### config.mk
export PLATFORM = sky130hd
export DESIGN_NAME = vga_timing_monitor
export DESIGN_NICKNAME = d
export VERILOG_FILES = /design/src/rtl/vga_timing_monitor.sv
export SDC_FILE = /design/constraint.sdc
export NUM_CORES = 1
export LEC_CHECK = 0
export ABC_AREA = 1
export ABC_CLOCK_PERIOD_IN_PS = 7550
export CAP_MARGIN = 20
export CORE_MARGIN = 2
export CORE_UTILIZATION = 25
export CTS_CLUSTER_SIZE = 20
export DETAILED_ROUTE_END_ITERATION = 16
export GPL_TIMING_DRIVEN = 0
export PLACE_DENSITY = 0.54
export SLEW_MARGIN = 10
export SYNTH_ARGS = -nofsm -noshare
export SYNTH_HDL_FRONTEND = slang
export SYNTH_SLANG_ARGS = --single-unit
### constraint.sdc
create_clock -name Clock -period 7.55 [get_ports Clock]
set_input_delay 1.8875 -clock Clock [delete_from_list [all_inputs] [get_ports Clock]]
set_output_delay 1.8875 -clock Clock [all_outputs]
set_load 0.02 [all_outputs]
### src/rtl/vga_timing_monitor.sv
// Sink-side VGA timing decoder: recovers active-pixel coordinates from the sync/blank
// pins, measures line and frame lengths, and tracks lock against the nominal timing.
module vga_timing_monitor #(
  parameter int unsigned H_TOTAL     = 1040,
  parameter int unsigned V_TOTAL     = 666,
  parameter int unsigned LOCK_FRAMES = 2
) (
  input  logic        Clock,
  input  logic        Reset,
  input  logic        hSync_n,
  input  logic        vSync_n,
  input  logic        blank_n,
  output logic [10:0] pixelX,
  output logic [9:0]  pixelY,
  output logic        pixelValid,
  output logic        frameStart,
  output logic [10:0] lineLength,
  output logic [9:0]  frameLines,
  output logic        locked,
  output logic        timingError
);

  localparam logic [10:0] H_NOM  = 11'(H_TOTAL);
  localparam logic [9:0]  V_NOM  = 10'(V_TOTAL);
  localparam logic [3:0]  LOCK_N = 4'(LOCK_FRAMES);

  typedef enum logic [1:0] {SEARCH, MEASURE, LOCKED} state_e;

  state_e      state_q, state_d;
  logic        hs_s_q, hs_s_d, vs_s_q, vs_s_d, bl_s_q, bl_s_d;
  logic        hs_p_q, hs_p_d, vs_p_q, vs_p_d, bl_p_q, bl_p_d;
  logic [10:0] hrun_q, hrun_d;
  logic [9:0]  vrun_q, vrun_d;
  logic        h_seen_q, h_seen_d;
  logic        bad_frame_q, bad_frame_d;
  logic [2:0]  good_cnt_q, good_cnt_d;
  logic [10:0] px_q, px_d;
  logic [9:0]  py_q, py_d;
  logic        pv_q, pv_d;
  logic        fs_q, fs_d;
  logic [10:0] ll_q, ll_d;
  logic [9:0]  fl_q, fl_d;
  logic        locked_q, locked_d;
  logic        terr_q, terr_d;

  logic        h_fall, v_fall, bl_fall, judged, bad_line, frame_good;
  logic [10:0] line_len;
  logic [3:0]  good_inc;

  always_comb begin
    hs_s_d      = hSync_n;
    vs_s_d      = vSync_n;
    bl_s_d      = blank_n;
    hs_p_d      = hs_s_q;
    vs_p_d      = vs_s_q;
    bl_p_d      = bl_s_q;
    hrun_d      = hrun_q;
    vrun_d      = vrun_q;
    h_seen_d    = h_seen_q;
    bad_frame_d = bad_frame_q;
    good_cnt_d  = good_cnt_q;
    state_d     = state_q;
    px_d        = '0;
    py_d        = py_q;
    fs_d        = 1'b0;
    ll_d        = ll_q;
    fl_d        = fl_q;
    locked_d    = locked_q;
    terr_d      = 1'b0;

    h_fall   = hs_p_q & ~hs_s_q;
    v_fall   = vs_p_q & ~vs_s_q;
    bl_fall  = bl_p_q & ~bl_s_q;
    line_len = (hrun_q == '1) ? hrun_q : hrun_q + 11'd1;
    judged   = h_fall & h_seen_q;
    bad_line = judged && (line_len != H_NOM);
    // A bad line ending in the vsync cycle still belongs to the frame being closed.
    frame_good = !(bad_frame_q || bad_line) && (vrun_q == V_NOM);
    good_inc   = {1'b0, good_cnt_q} + 4'd1;

    if (h_fall) begin
      hrun_d   = '0;
      h_seen_d = 1'b1;
    end else if (hrun_q != '1) begin
      hrun_d = hrun_q + 11'd1;
    end
    if (judged) ll_d = line_len;

    if (v_fall) begin
      fl_d   = vrun_q;
      vrun_d = h_fall ? 10'd1 : 10'd0;
      fs_d   = 1'b1;
    end else if (h_fall && (vrun_q != '1)) begin
      vrun_d = vrun_q + 10'd1;
    end

    if (v_fall)        bad_frame_d = 1'b0;
    else if (bad_line) bad_frame_d = 1'b1;

    case (state_q)
      SEARCH: begin
        if (v_fall) begin
          state_d    = MEASURE;
          good_cnt_d = '0;
        end
      end
      MEASURE: begin
        if (v_fall) begin
          if (frame_good) begin
            good_cnt_d = (good_inc > 4'd7) ? 3'd7 : good_inc[2:0];
            if (good_inc >= LOCK_N) begin
              state_d  = LOCKED;
              locked_d = 1'b1;
            end
          end else begin
            good_cnt_d = '0;
          end
        end
      end
      LOCKED: begin
        // Missing vsync shows up as vRun pinned at its ceiling.
        if (bad_line || (v_fall && !frame_good) || (!v_fall && (vrun_q == '1))) begin
          terr_d     = 1'b1;
          locked_d   = 1'b0;
          good_cnt_d = '0;
          state_d    = MEASURE;
        end
      end
      default: begin
        state_d  = SEARCH;
        locked_d = 1'b0;
      end
    endcase

    if (bl_s_q && bl_p_q && (px_q != '1)) px_d = px_q + 11'd1;
    else if (bl_s_q && bl_p_q)            px_d = px_q;

    if (v_fall)                         py_d = '0;
    else if (bl_fall && (py_q != '1))   py_d = py_q + 10'd1;

    pv_d = bl_s_q & locked_d;
  end

  always_ff @(posedge Clock or posedge Reset) begin
    if (Reset) begin
      hs_s_q      <= 1'b1;
      vs_s_q      <= 1'b1;
      bl_s_q      <= 1'b1;
      hs_p_q      <= 1'b1;
      vs_p_q      <= 1'b1;
      bl_p_q      <= 1'b1;
      hrun_q      <= '0;
      vrun_q      <= '0;
      h_seen_q    <= 1'b0;
      bad_frame_q <= 1'b0;
      good_cnt_q  <= '0;
      state_q     <= SEARCH;
      px_q        <= '0;
      py_q        <= '0;
      pv_q        <= 1'b0;
      fs_q        <= 1'b0;
      ll_q        <= '0;
      fl_q        <= '0;
      locked_q    <= 1'b0;
      terr_q      <= 1'b0;
    end else begin
      hs_s_q      <= hs_s_d;
      vs_s_q      <= vs_s_d;
      bl_s_q      <= bl_s_d;
      hs_p_q      <= hs_p_d;
      vs_p_q      <= vs_p_d;
      bl_p_q      <= bl_p_d;
      hrun_q      <= hrun_d;
      vrun_q      <= vrun_d;
      h_seen_q    <= h_seen_d;
      bad_frame_q <= bad_frame_d;
      good_cnt_q  <= good_cnt_d;
      state_q     <= state_d;
      px_q        <= px_d;
      py_q        <= py_d;
      pv_q        <= pv_d;
      fs_q        <= fs_d;
      ll_q        <= ll_d;
      fl_q        <= fl_d;
      locked_q    <= locked_d;
      terr_q      <= terr_d;
    end
  end

  assign pixelX      = px_q;
  assign pixelY      = py_q;
  assign pixelValid  = pv_q;
  assign frameStart  = fs_q;
  assign lineLength  = ll_q;
  assign frameLines  = fl_q;
  assign locked      = locked_q;
  assign timingError = terr_q;

endmodule

==> impl_results.rst, run 1 <==
.. list-table::
   :header-rows: 1

   * - Metric
     - Value
   * - Result of the run
     - finished clean
   * - Floorplan die width
     - 128 um
   * - Final min period
     - 3.30 ns
   * - Critical path class
     - reg2out
   * - Count of pins over their slew limit
     - 0
   * - Drt total wl
     - 8720 um
   * - Delay-heaviest family, CP
     - buffers and inverters
   * - Number of cell rows
     - 45
   * - Starting density of the core
     - 0.254
   * - Commonest non-fill, non-tap cells in the layout
     - sky130_fd_sc_hd__nand2_1, sky130_fd_sc_hd__dfrtp_1, sky130_fd_sc_hd__inv_1, sky130_fd_sc_hd__clkdlybuf4s50_1, sky130_fd_sc_hd__o21ai_0
   * - Worst ir drop on vdd
     - 0.0849 mV
   * - Portion of total power attributed to the clock network
     - 0.401
   * - Reported leakage power
     - 0.00222 uW
   * - Share of synthesized area occupied by flip-flops and latches
     - 0.522
   * - Final HPWL DP
     - 6320 um
   * - Number of maximum-capacitance violations
     - 0
   * - Number of buffers created by CTS
     - 9
   * - Longest Clk Path Bufs
     - 2
   * - Synth cell types
     - 36
   * - Final non-filler cell total
     - 703
   * - Antenna violations before repair
     - 0
   * - CTS hold repair buffers
     - 0
   * - Post-layout util
     - 0.324
   * - All-layer global routing usage
     - 0.118
   * - Total clock sinks
     - 80
   * - Hold violation total from the final report
     - 0
   * - Pin count of the biggest net entering global routing
     - 65
   * - Endpoint with the worst hold slack
     - hs_p_q
   * - Synthesized area
     - 3850 sq um
   * - Power density cells
     - 222 nW/um^2
   * - Worst r2r path cells
     - 18
   * - Clock latency reported for the late side of the worst-skew pair
     - 0.33 ns
   * - Number of antenna cells inserted
     - 0
   * - Final net count
     - 522
   * - Final cycle utilization of the critical path
     - 0.437
   * - Worst hold start
     - hs_p_d
   * - Sw Pwr
     - 294 uW
   * - Cells after DPL
     - 687
   * - Transition time at the pin with the least slew margin
     - 0.495 ns
   * - Slack of the worst reg-to-reg path
     - 5.13 ns
   * - Final global-route overflow total
     - 0
   * - Clock root cell
     - sky130_fd_sc_hd__clkbuf_16
   * - Cells traversed along the worst timing path
     - clkdlybuf4s50_1
   * - Clock tree from TritonCTS
     - done
   * - Hold depth
     - 0
   * - Data required time at the worst endpoint
     - 5.66 ns
   * - Maximum fanout along the worst path
     - 6
   * - Cell count after synthesis
     - 448
   * - Combinational cell fraction of total power
     - 0.151
   * - Kind of launch point of the worst setup path
     - register
   * - Mean routed wirelength per cell
     - 12.4 um
   * - Post-CTS setup repair buffer count
     - 0
   * - Drt pass-1 iters
     - 5
   * - Number of buffer and inverter instances along the worst setup path
     - 1
   * - Slowest stage cell on the critical path
     - sky130_fd_sc_hd__clkdlybuf4s50_1
   * - Ranking of synthesized cells by area
     - sky130_fd_sc_hd__dfrtp_1, sky130_fd_sc_hd__nand2_1, sky130_fd_sc_hd__inv_1
   * - IO Port Bufs
     - 50
   * - Layout cells sized above 1
     - 0.107
   * - Die Footprint
     - 16400 sq um
   * - Most common cell after layout, fill and taps aside
     - sky130_fd_sc_hd__nand2_1
   * - Cell internal pwr
     - 799 uW
   * - Switching Fraction
     - 0.269
   * - Synthesized Nets
     - 460
   * - Total setup violations reported at the end of the flow
     - 0
   * - Routability-driven placement congestion ratio
     - 0.822
   * - Number of levels in the clock H-tree
     - 3
   * - Crit. End Element
     - output pin
   * - Final routed DRC violation total
     - 0
   * - Portion of total power attributed to sequential cells
     - 0.448
   * - Iteration-0 DRC count of the detailed router
     - 70
   * - Total negative slack for setup checks
     - 0 ns
   * - Height of the die
     - 128 um
   * - Data arrival time of the critical path
     - 1.42 ns
   * - Setup repair after global routing missed its margin
     - false
   * - Slowest cell delay on critical path
     - 0.64 ns
   * - Warning count from the yosys run
     - 0
   * - Peak Freq
     - 303 MHz
   * - Critical R2R Launch
     - hrun_q[0]
   * - Type of the worst min-delay path
     - reg2reg
   * - Synth-to-layout area growth
     - 27.7%
   * - Post-detailed-route via-to-cell ratio
     - 4.41
   * - Post-synthesis sequential element count
     - 80
   * - Worst relative slew slack
     - 0.670
   * - Total Power Consumption
     - 1090 uW
   * - Final design instance area without fill
     - 4910 sq um
   * - Post-route ant nets
     - 0
   * - Global-route wire length before repair
     - 15300 um
   * - Worst-path clk slew
     - 0.06 ns
   * - Clock Skews
     - 0.00637 ns
   * - Crit Reg-Reg Endpoint
     - good_cnt_q[2]
   * - Post-detailed-placement cell area
     - 4610 sq um
   * - Share of the synthesized area in the top cell type
     - 0.481
   * - CTS-repair resized insts
     - 0
   * - I/O pin total
     - 51
   * - Floorplan core area
     - 15100 sq um
   * - Overall via count from detail_route
     - 3098
   * - Via count of the first global-routing pass
     - 3196
   * - Syn avg cell area
     - 8.59 sq um
   * - Yosys top cell by area
     - sky130_fd_sc_hd__dfrtp_1
[registers in the layout, summed over array words and instances, names as in the netlist, 2 cells and up]
name        flops
frameLines     10
good_cnt_q      3
hrun_q         11
lineLength     11
pixelX         11
pixelY         10
state_q         2
vrun_q         10
[final cells by class]
cell class	count	area, sq um
Clock inverter	3	40.0
Tap cell	188	235
Fill cell	1550	10200
Sequential cell	80	2010
Timing Repair Buffer	51	528
Inverter	70	265
Multi-Input combinational cell	291	1540
Clock buffer	13	260
Buffer	7	33.8
[how the worst max path moves through the flow]
stage,start,end,depth (start not counted)
floorplan,Reset,bad_frame_q,1
global route,pixelX[3],pixelX[3],1
detailed placement,pixelX[3],pixelX[3],1
finish,pixelY[5],pixelY[5],1
CTS,pixelX[3],pixelX[3],1
global placement,Reset,frameStart,2
[power groups by stage]
stage               Sequential, uW  Clock (uW)  Combinational, uW
floorplan                      511           0               85.8
global placement               496           0                162
detailed placement             498           0                167
CTS                            490         457                168
global route                   495         472                185
finish                         490         438                165
[cell families after synthesis]
family                     Yosys count  synth area share
DFF                                 80             0.522
and+or+nand+nor                    207             0.264
AOI/OAI and AO/OA                   72             0.102
adders and majority gates            7            0.0228
xor gates and xnor gates             5            0.0114
buffers and inverters               77            0.0770
[cell usage after synthesis]
cell and count:
sky130_fd_sc_hd__nor2_8 1, sky130_fd_sc_hd__a221oi_1 1, sky130_fd_sc_hd__nand3_1 29, sky130_fd_sc_hd__o21bai_1 1
sky130_fd_sc_hd__a211o_1 1, sky130_fd_sc_hd__o21a_1 3, sky130_fd_sc_hd__xnor2_1 2, sky130_fd_sc_hd__inv_1 66
sky130_fd_sc_hd__nand3_4 2, sky130_fd_sc_hd__dfrtp_1 74, sky130_fd_sc_hd__o21ai_1 1, sky130_fd_sc_hd__nand3_2 6
sky130_fd_sc_hd__nand4_1 6, sky130_fd_sc_hd__a21oi_1 20, sky130_fd_sc_hd__nor3_1 15, sky130_fd_sc_hd__o22ai_1 1
sky130_fd_sc_hd__dfstp_2 6, sky130_fd_sc_hd__xor2_1 3, sky130_fd_sc_hd__nor4_1 1, sky130_fd_sc_hd__o21ai_2 1
sky130_fd_sc_hd__a31oi_1 3, sky130_fd_sc_hd__o21ai_0 37, sky130_fd_sc_hd__nand2_1 91, sky130_fd_sc_hd__nand2_4 3
sky130_fd_sc_hd__nor2_1 36, sky130_fd_sc_hd__a211oi_1 3, sky130_fd_sc_hd__clkbuf_1 6, sky130_fd_sc_hd__buf_6 1
sky130_fd_sc_hd__nor3_4 1, sky130_fd_sc_hd__ha_1 7, sky130_fd_sc_hd__nand2_2 5, sky130_fd_sc_hd__inv_2 4
sky130_fd_sc_hd__and3_1 1, sky130_fd_sc_hd__nand3b_1 1, sky130_fd_sc_hd__nor2_2 7, sky130_fd_sc_hd__nor2_4 2
[metal layers]
metal | up-vias | track usage | wire [um]
met2 | 36 | 0.188 | 4120
met1 | 1484 | 0.152 | 4230
met3 | 9 | 0.0305 | 252
met4 | 0 | 0.0491 | 116
li1 | 1569 | - | -
met5 | - | 0 | 0
[per-stage QoR]
step           setup slack [ns]  hold slack [ns]
3_3_place_gp               2.24            0.358
5_1_grt                    4.19            0.376
3_5_place_dp               4.60            0.359
2_1_floorplan              3.62            0.354
6_report                   4.25            0.365
4_1_cts                    4.23            0.367
Note: power is estimated with default switching activity, not from simulation.
==> inputs of run 2 (changes only) <==
ABC_CLOCK_PERIOD_IN_PS = 3030   (was 7550)
PLACE_DENSITY = 0.55   (was 0.54)
clock period = 3.03 ns   (was 7.55 ns; I/O delays follow)
==> run 2 against run 1 <==
Effect of this change:
- final cell count is the same
- combinational power grew to 2.5 times the previous value
- routed wire length shrank 0.96%
- first-iteration DRC count grew 100%
- global-route usage shrank 0.29 points
- via count grew 1.1%
- clock power grew 140%
- highest routed layer unchanged
==> impl_results.rst, run 2 (same netlist as run 1, synthesis figures left out) <==
.. list-table::
   :header-rows: 1

   * - Metric
     - Value
   * - Result of the run
     - finished clean
   * - Total clock sinks
     - 80 (unchanged)
   * - Post-route ant nets
     - 0 (unchanged)
   * - Final HPWL DP
     - 6230 um (-1.5%)
   * - Antenna violations before repair
     - 0 (unchanged)
   * - Crit. End Element
     - register
   * - Final net count
     - 522 (unchanged)
   * - Die Footprint
     - 16400 sq um (unchanged)
   * - Post-layout util
     - 0.323 (-0.00124)
   * - Commonest non-fill, non-tap cells in the layout
     - sky130_fd_sc_hd__nand2_1, sky130_fd_sc_hd__dfrtp_1, sky130_fd_sc_hd__inv_1, sky130_fd_sc_hd__clkdlybuf4s50_1, sky130_fd_sc_hd__o21ai_0
   * - Top cell by count, worst path
     - sky130_fd_sc_hd__nand2_1
   * - Final routed DRC violation total
     - 0 (unchanged)
   * - Slack of the worst reg-to-reg path
     - 0.65 ns (-4.48 ns)
   * - Slowest stage cell on the critical path
     - sky130_fd_sc_hd__dfrtp_1
   * - Clock root cell
     - sky130_fd_sc_hd__clkbuf_16
   * - Timing endpoint of the critical path
     - good_cnt_q[2]
   * - Worst relative slew slack
     - 0.647 (-0.0224)
   * - IO Port Bufs
     - 50 (unchanged)
   * - Overall via count from detail_route
     - 3133 (+1.1%)
   * - Type of the worst min-delay path
     - reg2reg
   * - Transition time at the pin with the least slew margin
     - 0.529 ns (+0.0336 ns)
   * - Routability-driven placement congestion ratio
     - 0.844 (+2.8%)
   * - Kind of launch point of the worst setup path
     - register
   * - Final cycle utilization of the critical path
     - 0.786
   * - Startpoint of the worst setup timing path
     - hrun_q[0]
   * - Critical path class
     - reg2reg
   * - Maximum fanout along the worst path
     - 10 (+4)
   * - Cells traversed along the worst timing path
     - ha_1, nand2_4, nor2_8, nand3_4, buf_6, nand3_2, nor2_2, nand2_1, nor2_1, nand2_1, nand2_2, nand3_4, nand2_2, nand2_2, nand2_4, nand2_4, nand2_1, nand2_1
   * - Synth-to-layout area growth
     - 27.2%
   * - Floorplan core area
     - 15100 sq um (unchanged)
   * - Number of levels in the clock H-tree
     - 3 (unchanged)
   * - Setup repair after global routing missed its margin
     - false
   * - CTS-repair resized insts
     - 0 (unchanged)
   * - Hold violation total from the final report
     - 0 (unchanged)
   * - Drt total wl
     - 8640 um (-0.96%)
   * - Crit Reg-Reg Endpoint
     - good_cnt_q[2]
   * - Number of maximum-capacitance violations
     - 0 (unchanged)
   * - I/O pin total
     - 51 (unchanged)
   * - Via count of the first global-routing pass
     - 3100 (-3.0%)
   * - Post-detailed-route via-to-cell ratio
     - 4.46 (+1.1%)
   * - Critical R2R Launch
     - hrun_q[0]
   * - Data required time at the worst endpoint
     - 3.25 ns (-2.41 ns)
   * - Layout cells sized above 1
     - 0.105 (-0.00194)
   * - Most common cell after layout, fill and taps aside
     - sky130_fd_sc_hd__nand2_1
   * - Clock Skews
     - 0.00556 ns (-0.000810 ns)
   * - Clock tree from TritonCTS
     - done
   * - Final global-route overflow total
     - 0 (unchanged)
   * - Final min period
     - 2.38 ns
   * - Fillers
     - 1546 (-0.26%)
   * - Data arrival time of the critical path
     - 2.61 ns (+1.19 ns)
   * - Floorplan die width
     - 128 um (unchanged)
   * - Number of cell rows
     - 45 (unchanged)
   * - Height of the die
     - 128 um (unchanged)
   * - Worst ir drop on vdd
     - 0.201 mV (+140%)
   * - Total negative slack for setup checks
     - 0 ns (unchanged)
   * - Total setup violations reported at the end of the flow
     - 0 (unchanged)
   * - Count of pins over their slew limit
     - 0 (unchanged)
   * - Power density cells
     - 548 nW/um^2 (+150%)
   * - Reported leakage power
     - 0.00221 uW (-0.42%)
   * - Post-CTS setup repair buffer count
     - 0 (unchanged)
   * - Clock latency reported for the late side of the worst-skew pair
     - 0.34 ns (about the same)
   * - Drt pass-1 iters
     - 4 (-1)
   * - All-layer global routing usage
     - 0.115 (-0.00292)
   * - Longest Clk Path Bufs
     - 2 (unchanged)
   * - CTS hold repair buffers
     - 0 (unchanged)
   * - Peak Freq
     - 420 MHz
   * - Worst r2r path cells
     - 18 (unchanged)
   * - Number of antenna cells inserted
     - 0 (unchanged)
   * - Pin count of the biggest net entering global routing
     - 52 (-20%)
   * - Starting density of the core
     - 0.254 (unchanged)
   * - Slowest cell delay on critical path
     - 0.44 ns (-0.20 ns)
   * - Number of buffers created by CTS
     - 9 (unchanged)
   * - Mean routed wirelength per cell
     - 12.3 um (-0.96%)
   * - Iteration-0 DRC count of the detailed router
     - 141 (+100%)
   * - Global-route wire length before repair
     - 15000 um (-1.9%)
   * - Worst-path clk slew
     - 0.06 ns (about the same)
==> run 2: stage by stage <==
stage | std cells | worst slack (ns) | hold slack [ns] | total power, uW | area (sq um)
6_report | 703 | 0.649 | 0.370 | 2680 | 4900
5_1_grt | 703 | 0.445 | 0.377 | 2820 | 4900
4_1_cts | 703 | 0.632 | 0.372 | 2730 | 4900
3_5_place_dp | 687 | 0.643 | 0.358 | 1660 | 4610
3_3_place_gp | 686 | -1.12 | 0.357 | 1640 | 4580
2_1_floorplan | 448 | 0.231 | 0.354 | 1490 | 3850
==> run 2: worst min path at each step <==
stage	to	from	cells past startpoint	slack [ns]
floorplan	hs_p_q	hs_p_d	0	0.35
global placement	hs_p_q	hs_p_d	0	0.36
detailed placement	hs_p_q	hs_p_d	0	0.36
CTS	hs_p_q	hs_p_d	0	0.37
global route	vs_p_q	vs_p_d	0	0.38
finish	hs_p_q	hs_p_d	0	0.37
==> run 2: where the power goes <==
part | internal, uW | switching, uW | total, uW | leakage (uW)
logic | 163 | 251 | 413 | 0.00101
registers | 1150 | 73.7 | 1220 | 0.00106
clock network | 635 | 414 | 1050 | 0.000140
total | 1940 | 739 | 2680 | 0.00221
==> run 2: worst max-delay path: cells and delay by family (launching register included) <==
family | cells | cell delay [ns]
simple gates | 16 | 1.36
flops | 1 | 0.44
buf+inv | 1 | 0.16
fa+ha+maj | 1 | 0.29
==> run 2: layout make-up <==
class                      instances  area [sq um]  share of cell area
clock buffer                      12           236              0.0483
tap                              188           235              0.0480
sequential                        80          2010               0.410
clock inverter                     4          45.0             0.00920
inverter                          70           265              0.0542
timing repair buffer              51           528               0.108
multi-input combinational        291          1540               0.315
buffer                             7          33.8             0.00690
==> run 2: metal layers <==
| layer | part of all wire | global-route usage | wire length [um] | vias up |
|---|---|---|---|---|
| met2 | 0.47 | 0.184 | 4080 | 35 |
| met4 | 0.020 | 0.0595 | 176 | 0 |
| met1 | 0.49 | 0.149 | 4200 | 1511 |
| met5 | 0 | 0 | 0 | - |
| met3 | 0.021 | 0.0205 | 182 | 12 |
| li1 | - | - | - | 1575 |
==> inputs of run 3 (changes only) <==
ABC_CLOCK_PERIOD_IN_PS = 2000   (was 3030)
clock period = 2 ns   (was 3.03 ns; I/O delays follow)
==> run 3 against run 2 <==
Effect of this change:
- first-iteration DRC count decreased by 43%
- maximum frequency grew 9.4%
- worst setup slack lost 0.82 ns
- critical path depth is the same
- sequential cell count did not move
- largest cell class unchanged
- routed wire length is 2.7% higher
- count of clock-buffer cells in the layout rose by 2
- register-to-register slack lost 0.82 ns
- combinational power grew 69%
- global-route usage about the same
- the flow now finishes with violations (setup timing)
==> impl_results.rst, run 3 (same netlist as run 1, synthesis figures left out) <==
.. list-table::
   :header-rows: 1

   * - Metric
     - Value
   * - Final min period
     - 2.18 ns (-0.205 ns)
   * - Die Footprint
     - 16400 sq um (unchanged)
   * - Clock root cell
     - sky130_fd_sc_hd__clkbuf_16
   * - Drt pass-1 iters
     - 5 (+1)
   * - Most common cell after layout, fill and taps aside
     - sky130_fd_sc_hd__nand2_1
   * - I/O pin total
     - 51 (unchanged)
   * - Floorplan core area
     - 15100 sq um (unchanged)
   * - Worst ir drop on vdd
     - 0.479 mV (+140%)
   * - Post-route ant nets
     - 0 (unchanged)
   * - CTS hold repair buffers
     - 0 (unchanged)
   * - Peak Freq
     - 460 MHz (+9.4%)
   * - Critical R2R Launch
     - hrun_q[0]
   * - Post-detailed-route via-to-cell ratio
     - 4.41 (-0.96%)
   * - Crit Reg-Reg Endpoint
     - good_cnt_q[1]
   * - Number of antenna cells inserted
     - 0 (unchanged)
   * - All-layer global routing usage
     - 0.115 (+0.000264)
   * - Data required time at the worst endpoint
     - 2.22 ns (-1.03 ns)
   * - Power density cells
     - 797 nW/um^2 (+45%)
   * - Transition time at the pin with the least slew margin
     - 0.461 ns (-0.0685 ns)
   * - Data arrival time of the critical path
     - 2.39 ns (-0.22 ns)
   * - Number of cell rows
     - 45 (unchanged)
   * - Pin count of the biggest net entering global routing
     - 33 (-37%)
   * - Global-route wire length before repair
     - 15200 um (+1.0%)
   * - Hold violation total from the final report
     - 0 (unchanged)
   * - Iteration-0 DRC count of the detailed router
     - 81 (-43%)
   * - Worst relative slew slack
     - 0.692 (+0.0450)
   * - Worst setup timing slack at the placement stage
     - -0.345 ns (-0.988 ns)
   * - Final net count
     - 537 (+2.9%)
   * - Slack of the worst reg-to-reg path
     - -0.18 ns (-0.82 ns)
   * - Count of pins over their slew limit
     - 0 (unchanged)
   * - Final cycle utilization of the critical path
     - 1.09 (+0.302)
   * - Post-detailed-placement cell area
     - 4630 sq um (+0.35%)
   * - Longest Clk Path Bufs
     - 2 (unchanged)
   * - Crit. End Element
     - register
   * - Mean routed wirelength per cell
     - 12.4 um (+0.56%)
   * - Floorplan die width
     - 128 um (unchanged)
   * - Clock tree from TritonCTS
     - done
   * - Total clock sinks
     - 80 (unchanged)
   * - Final routed DRC violation total
     - 0 (unchanged)
   * - Clock Skews
     - 0.00616 ns (+0.000603 ns)
   * - Clock latency reported for the late side of the worst-skew pair
     - 0.33 ns (about the same)
   * - Total setup violations reported at the end of the flow
     - 7 (+7)
   * - Final HPWL DP
     - 6340 um (+1.9%)
   * - Overall via count from detail_route
     - 3169 (+1.1%)
   * - Worst-path clk slew
     - 0.06 ns (about the same)
   * - Worst hold start
     - bl_p_d
   * - Final global-route overflow total
     - 0 (unchanged)
   * - Antenna violations before repair
     - 0 (unchanged)
   * - Number of buffers created by CTS
     - 9 (unchanged)
   * - Commonest non-fill, non-tap cells in the layout
     - sky130_fd_sc_hd__nand2_1, sky130_fd_sc_hd__dfrtp_1, sky130_fd_sc_hd__inv_1, sky130_fd_sc_hd__clkdlybuf4s50_1, sky130_fd_sc_hd__o21ai_0
   * - Drt total wl
     - 8870 um (+2.7%)
   * - Endpoint with the worst hold slack
     - bl_p_q
   * - IO Port Bufs
     - 50 (unchanged)
   * - Worst setup margin
     - -0.176 ns (-0.825 ns)
   * - Number of maximum-capacitance violations
     - 0 (unchanged)
   * - Synth-to-layout area growth
     - 33.9%
   * - Kind of launch point of the worst setup path
     - register
   * - Setup repair after global routing missed its margin
     - true
   * - Routability-driven placement congestion ratio
     - 0.850 (+0.75%)
   * - Violated checks
     - setup timing
   * - Worst r2r path cells
     - 18 (unchanged)
   * - Critical path class
     - reg2reg
   * - Final design instance area without fill
     - 5150 sq um (+5.3%)
   * - Number of levels in the clock H-tree
     - 3 (unchanged)
   * - Via count of the first global-routing pass
     - 3069 (-1.0%)
   * - Type of the worst min-delay path
     - reg2reg
   * - Layout cells sized above 1
     - 0.170 (+0.0650)
   * - Reported leakage power
     - 0.00231 uW (+4.6%)
   * - Maximum fanout along the worst path
     - 7 (-3)
   * - Height of the die
     - 128 um (unchanged)
   * - Hold depth
     - 0 (unchanged)
   * - Starting density of the core
     - 0.254 (unchanged)
   * - Result of the run
     - finished, violations left
[run 3: cell types whose count changed in the layout (fill, tap and decap cells not counted), moves of 3 or more]
cell                       change
sky130_fd_sc_hd__buf_4        +14
sky130_fd_sc_hd__clkbuf_1      -4
sky130_fd_sc_hd__nand2_1       -4
sky130_fd_sc_hd__nor2_1        -4
sky130_fd_sc_hd__nor2_4        +4
sky130_fd_sc_hd__clkbuf_2      +3
sky130_fd_sc_hd__clkbuf_8      +3
sky130_fd_sc_hd__nand2_4       +3
sky130_fd_sc_hd__nor3_1        -3
[run 3: what timing repair did]
item                                    4_1_cts  5_1_grt
resized for setup                            11       25
cloned                                        0        0
endpoints found under the setup margin       20       45
buffers inserted                              7        7
pin swaps                                     0        4
[run 3: area by class of cell]
cell class	count	area, sq um
multi-input combinational	291	1670
inverter	70	267
clock buffer	14	274
timing repair buffer	66	646
buffer	7	41.3
fill	1520	9990
tap	188	235
clock inverter	2	12.5
sequential	80	2010
[run 3: worst max path at each step]
stage	endpoint	from	slack, ns	depth (start not counted)
after floorplan	state_q[0]	hrun_q[0]	-0.005	18
after global placement	frameStart	Reset	-0.39	2
after detailed placement	good_cnt_q[2]	hrun_q[0]	-0.34	18
after CTS	good_cnt_q[1]	hrun_q[0]	-0.18	18
after global routing	good_cnt_q[1]	hrun_q[0]	-0.34	18
final	good_cnt_q[1]	hrun_q[0]	-0.18	18
[run 3: worst max-delay path, stage by stage (launching register included)]
cell and delay [ns]:
sky130_fd_sc_hd__dfrtp_1 0.42, sky130_fd_sc_hd__ha_4 0.19, sky130_fd_sc_hd__nand2_4 0.10, sky130_fd_sc_hd__nor2_8 0.05
sky130_fd_sc_hd__nand3_4 0.10, sky130_fd_sc_hd__buf_8 0.14, sky130_fd_sc_hd__nand3_4 0.07, sky130_fd_sc_hd__nor2_2 0.11
sky130_fd_sc_hd__nand2_1 0.07, sky130_fd_sc_hd__nor2_2 0.10, sky130_fd_sc_hd__nand2_1 0.07, sky130_fd_sc_hd__nand2_2 0.10
sky130_fd_sc_hd__nand3_4 0.11, sky130_fd_sc_hd__nand2_4 0.10, sky130_fd_sc_hd__nand2_4 0.05, sky130_fd_sc_hd__nand2_4 0.08
sky130_fd_sc_hd__nand2_4 0.07, sky130_fd_sc_hd__nand2_2 0.07, sky130_fd_sc_hd__nand2_1 0.05
[run 3: per-stage QoR]
step	total power [uW]	TNS (ns)	hold slack [ns]	util	cells
6_report	4110	-1.00	0.377	0.340	718
3_3_place_gp	2490	-31.62	0.357	0.303	686
3_5_place_dp	2510	-3.15	0.361	0.306	688
2_1_floorplan	2250	-0.0110	0.354	-	448
5_1_grt	4350	-2.46	0.389	0.340	718
4_1_cts	4140	-1.50	0.378	0.332	711
[run 3: layer usage]
metal	GRT usage	wire length, um
met4	0.0401	125
met2	0.181	4160
met3	0.0242	209
met5	0	0
met1	0.158	4370
[run 3: power breakdown]
group          internal, uW  leakage [uW]  switching, uW
sequential             1740       0.00106            110
clock                   941      0.000139            623
combinational           290       0.00111            407
==> RTL edit (settings of run 2) <==
Encoding of `state_e`: now one-hot (3 bits for 3 states).
--- a/src/rtl/vga_timing_monitor.sv
+++ b/src/rtl/vga_timing_monitor.sv
@@ -26,3 +26,3 @@
 
-  typedef enum logic [1:0] {SEARCH, MEASURE, LOCKED} state_e;
+  typedef enum logic [2:0] {SEARCH = 3'b001, MEASURE = 3'b010, LOCKED = 3'b100} state_e;
 
Behaviour: same outputs for any inputs over 10 cycles, from zero or initial values and one cycle with Reset high; not proved beyond that.
==> RTL edit against run 2 <==
Design area down 0.51%; wire length up 0.67%; hold slack worse by 0.0031 ns; worst setup slack better by 0.035 ns; maximum frequency up 1.5%; core utilization about the same; total power up 1.2%; area after synthesis down 0.59%; sequential share of layout area up 0.75 points; sequential cell count up 1; count of clock-buffer cells in the layout up 2; combinational power up 7.7%; highest routed layer unchanged; sequential power about the same; critical path type unchanged.
==> RTL edit: results (changes against run 2) <==
Cells and area
  – Layout Nets: 526 (+0.77%)
  – Layout cells sized above 1: 7.90% (-2.6 points)

Place
  – Placed Area: 4580 sq um (-0.65%)
  – Final GP Congestion: 0.866 (+2.5%)
  – Pre-CTS setup slack: 0.710 ns (+0.0666 ns)
  – Placed cell count: 691 (+0.58%)
  – Detailed placement HPWL: 6.31 mm (+1.4%)

Worst setup path
  – Worst path max stage delay: 0.37 ns (-0.07 ns)
  – R2R depth: 10 (-8)
  – R2R setup slack: 0.68 ns (+0.03 ns)
  – WP data arrival: 2.55 ns (-0.06 ns)
  – Reg-to-reg endpoint: vrun_q[7]

STA
  – Measured slew at the worst slew-check pin: 0.556 ns (+0.0274 ns)
  – Worst Clk Skew: 0.00734 ns (+0.00178 ns)

GRT
  – Global-route wire length before repair: 14.9 mm (-0.97%)
  – Total global-route track usage: 11.4% (-0.11 points)
  – Largest net degree at the start of global routing: 43 (-17%)
  – Vias in the first global route: 3144 (+1.4%)

Synth
  – Sequential fraction of the synthesis area: 53.2% (+0.99 points)
  – Distinct cells, synth: 37 (+2.8%)
  – Syn Nets: 464 (+0.87%)
  – Avg Inst Size Synth: 8.46 sq um (-1.5%)
  – Synth top cells by count: nand2_1, dfrtp_1, inv_1, o21ai_0, nor2_1

Routing
  – Vias per Instance: 4.39 (-1.6%)
  – Initial DRC Count: 122 (-13%)

Power
  – VDD IR max: 0.272 mV (+35%)
  – P_sw: 0.764 mW (+3.5%)
  – Leak: 2.06 nW (-6.7%)

Outcome
  – Status: finished, final reports clean
[RTL edit: metrics by stage]
stage / hold WS [ns] / utilization (%)
after floorplan: 0.354 / -
after global placement: 0.358 / 30.2
after detailed placement: 0.360 / 30.4
after CTS: 0.369 / 32.3
after global routing: 0.372 / 32.3
final: 0.367 / 32.3
[RTL edit: how the worst max path moves through the flow]
stage	to	slack (ns)	cells past startpoint
after floorplan	bad_frame_q	0.20	1
after global placement	pixelX[6]	-1.24	2
after detailed placement	state_q[1]	0.71	16
after CTS	state_q[1]	0.69	16
after global routing	vrun_q[7]	0.33	10
final	vrun_q[7]	0.68	10
[RTL edit: power groups by stage]
stage	logic [mW]	clock network, mW	registers, mW
5_1_grt	0.516	1.13	1.23
4_1_cts	0.456	1.08	1.22
3_5_place_dp	0.455	0	1.24
6_report	0.445	1.05	1.22
2_1_floorplan	0.274	0	1.27
3_3_place_gp	0.443	0	1.24
[RTL edit: critical path, delay by kind of cell (launching register included)]
kind,cells,cell delay (ns)
fa+ha+maj,1,0.18
compound gates,2,0.22
simple gates,7,1.43
flops,1,0.37
[RTL edit: per-layer routing]
metal,wire (um),part of all wire (%)
met1,4150,48
met2,4080,47
met3,350,4.0
met4,111,1.3
met5,0,0
[RTL edit: cells by family after synthesis]
family,share of synthesized area (%)
mux,0.262
flops,53.2
fa+ha+maj,2.29
simple gates,25.2
compound gates,10.6
xor+xnor,0.916
buf+inv,7.55
[RTL edit: area by class of cell]
type | instances | area [sq um]
Sequential cell | 81 | 2040
Inverter | 67 | 254
Buffer | 8 | 37.5
Timing Repair Buffer | 51 | 520
Fill cell | 1569 | 10200
Clock inverter | 2 | 12.5
Tap cell | 188 | 235
Multi-Input combinational cell | 296 | 1500
Clock buffer | 14 | 274
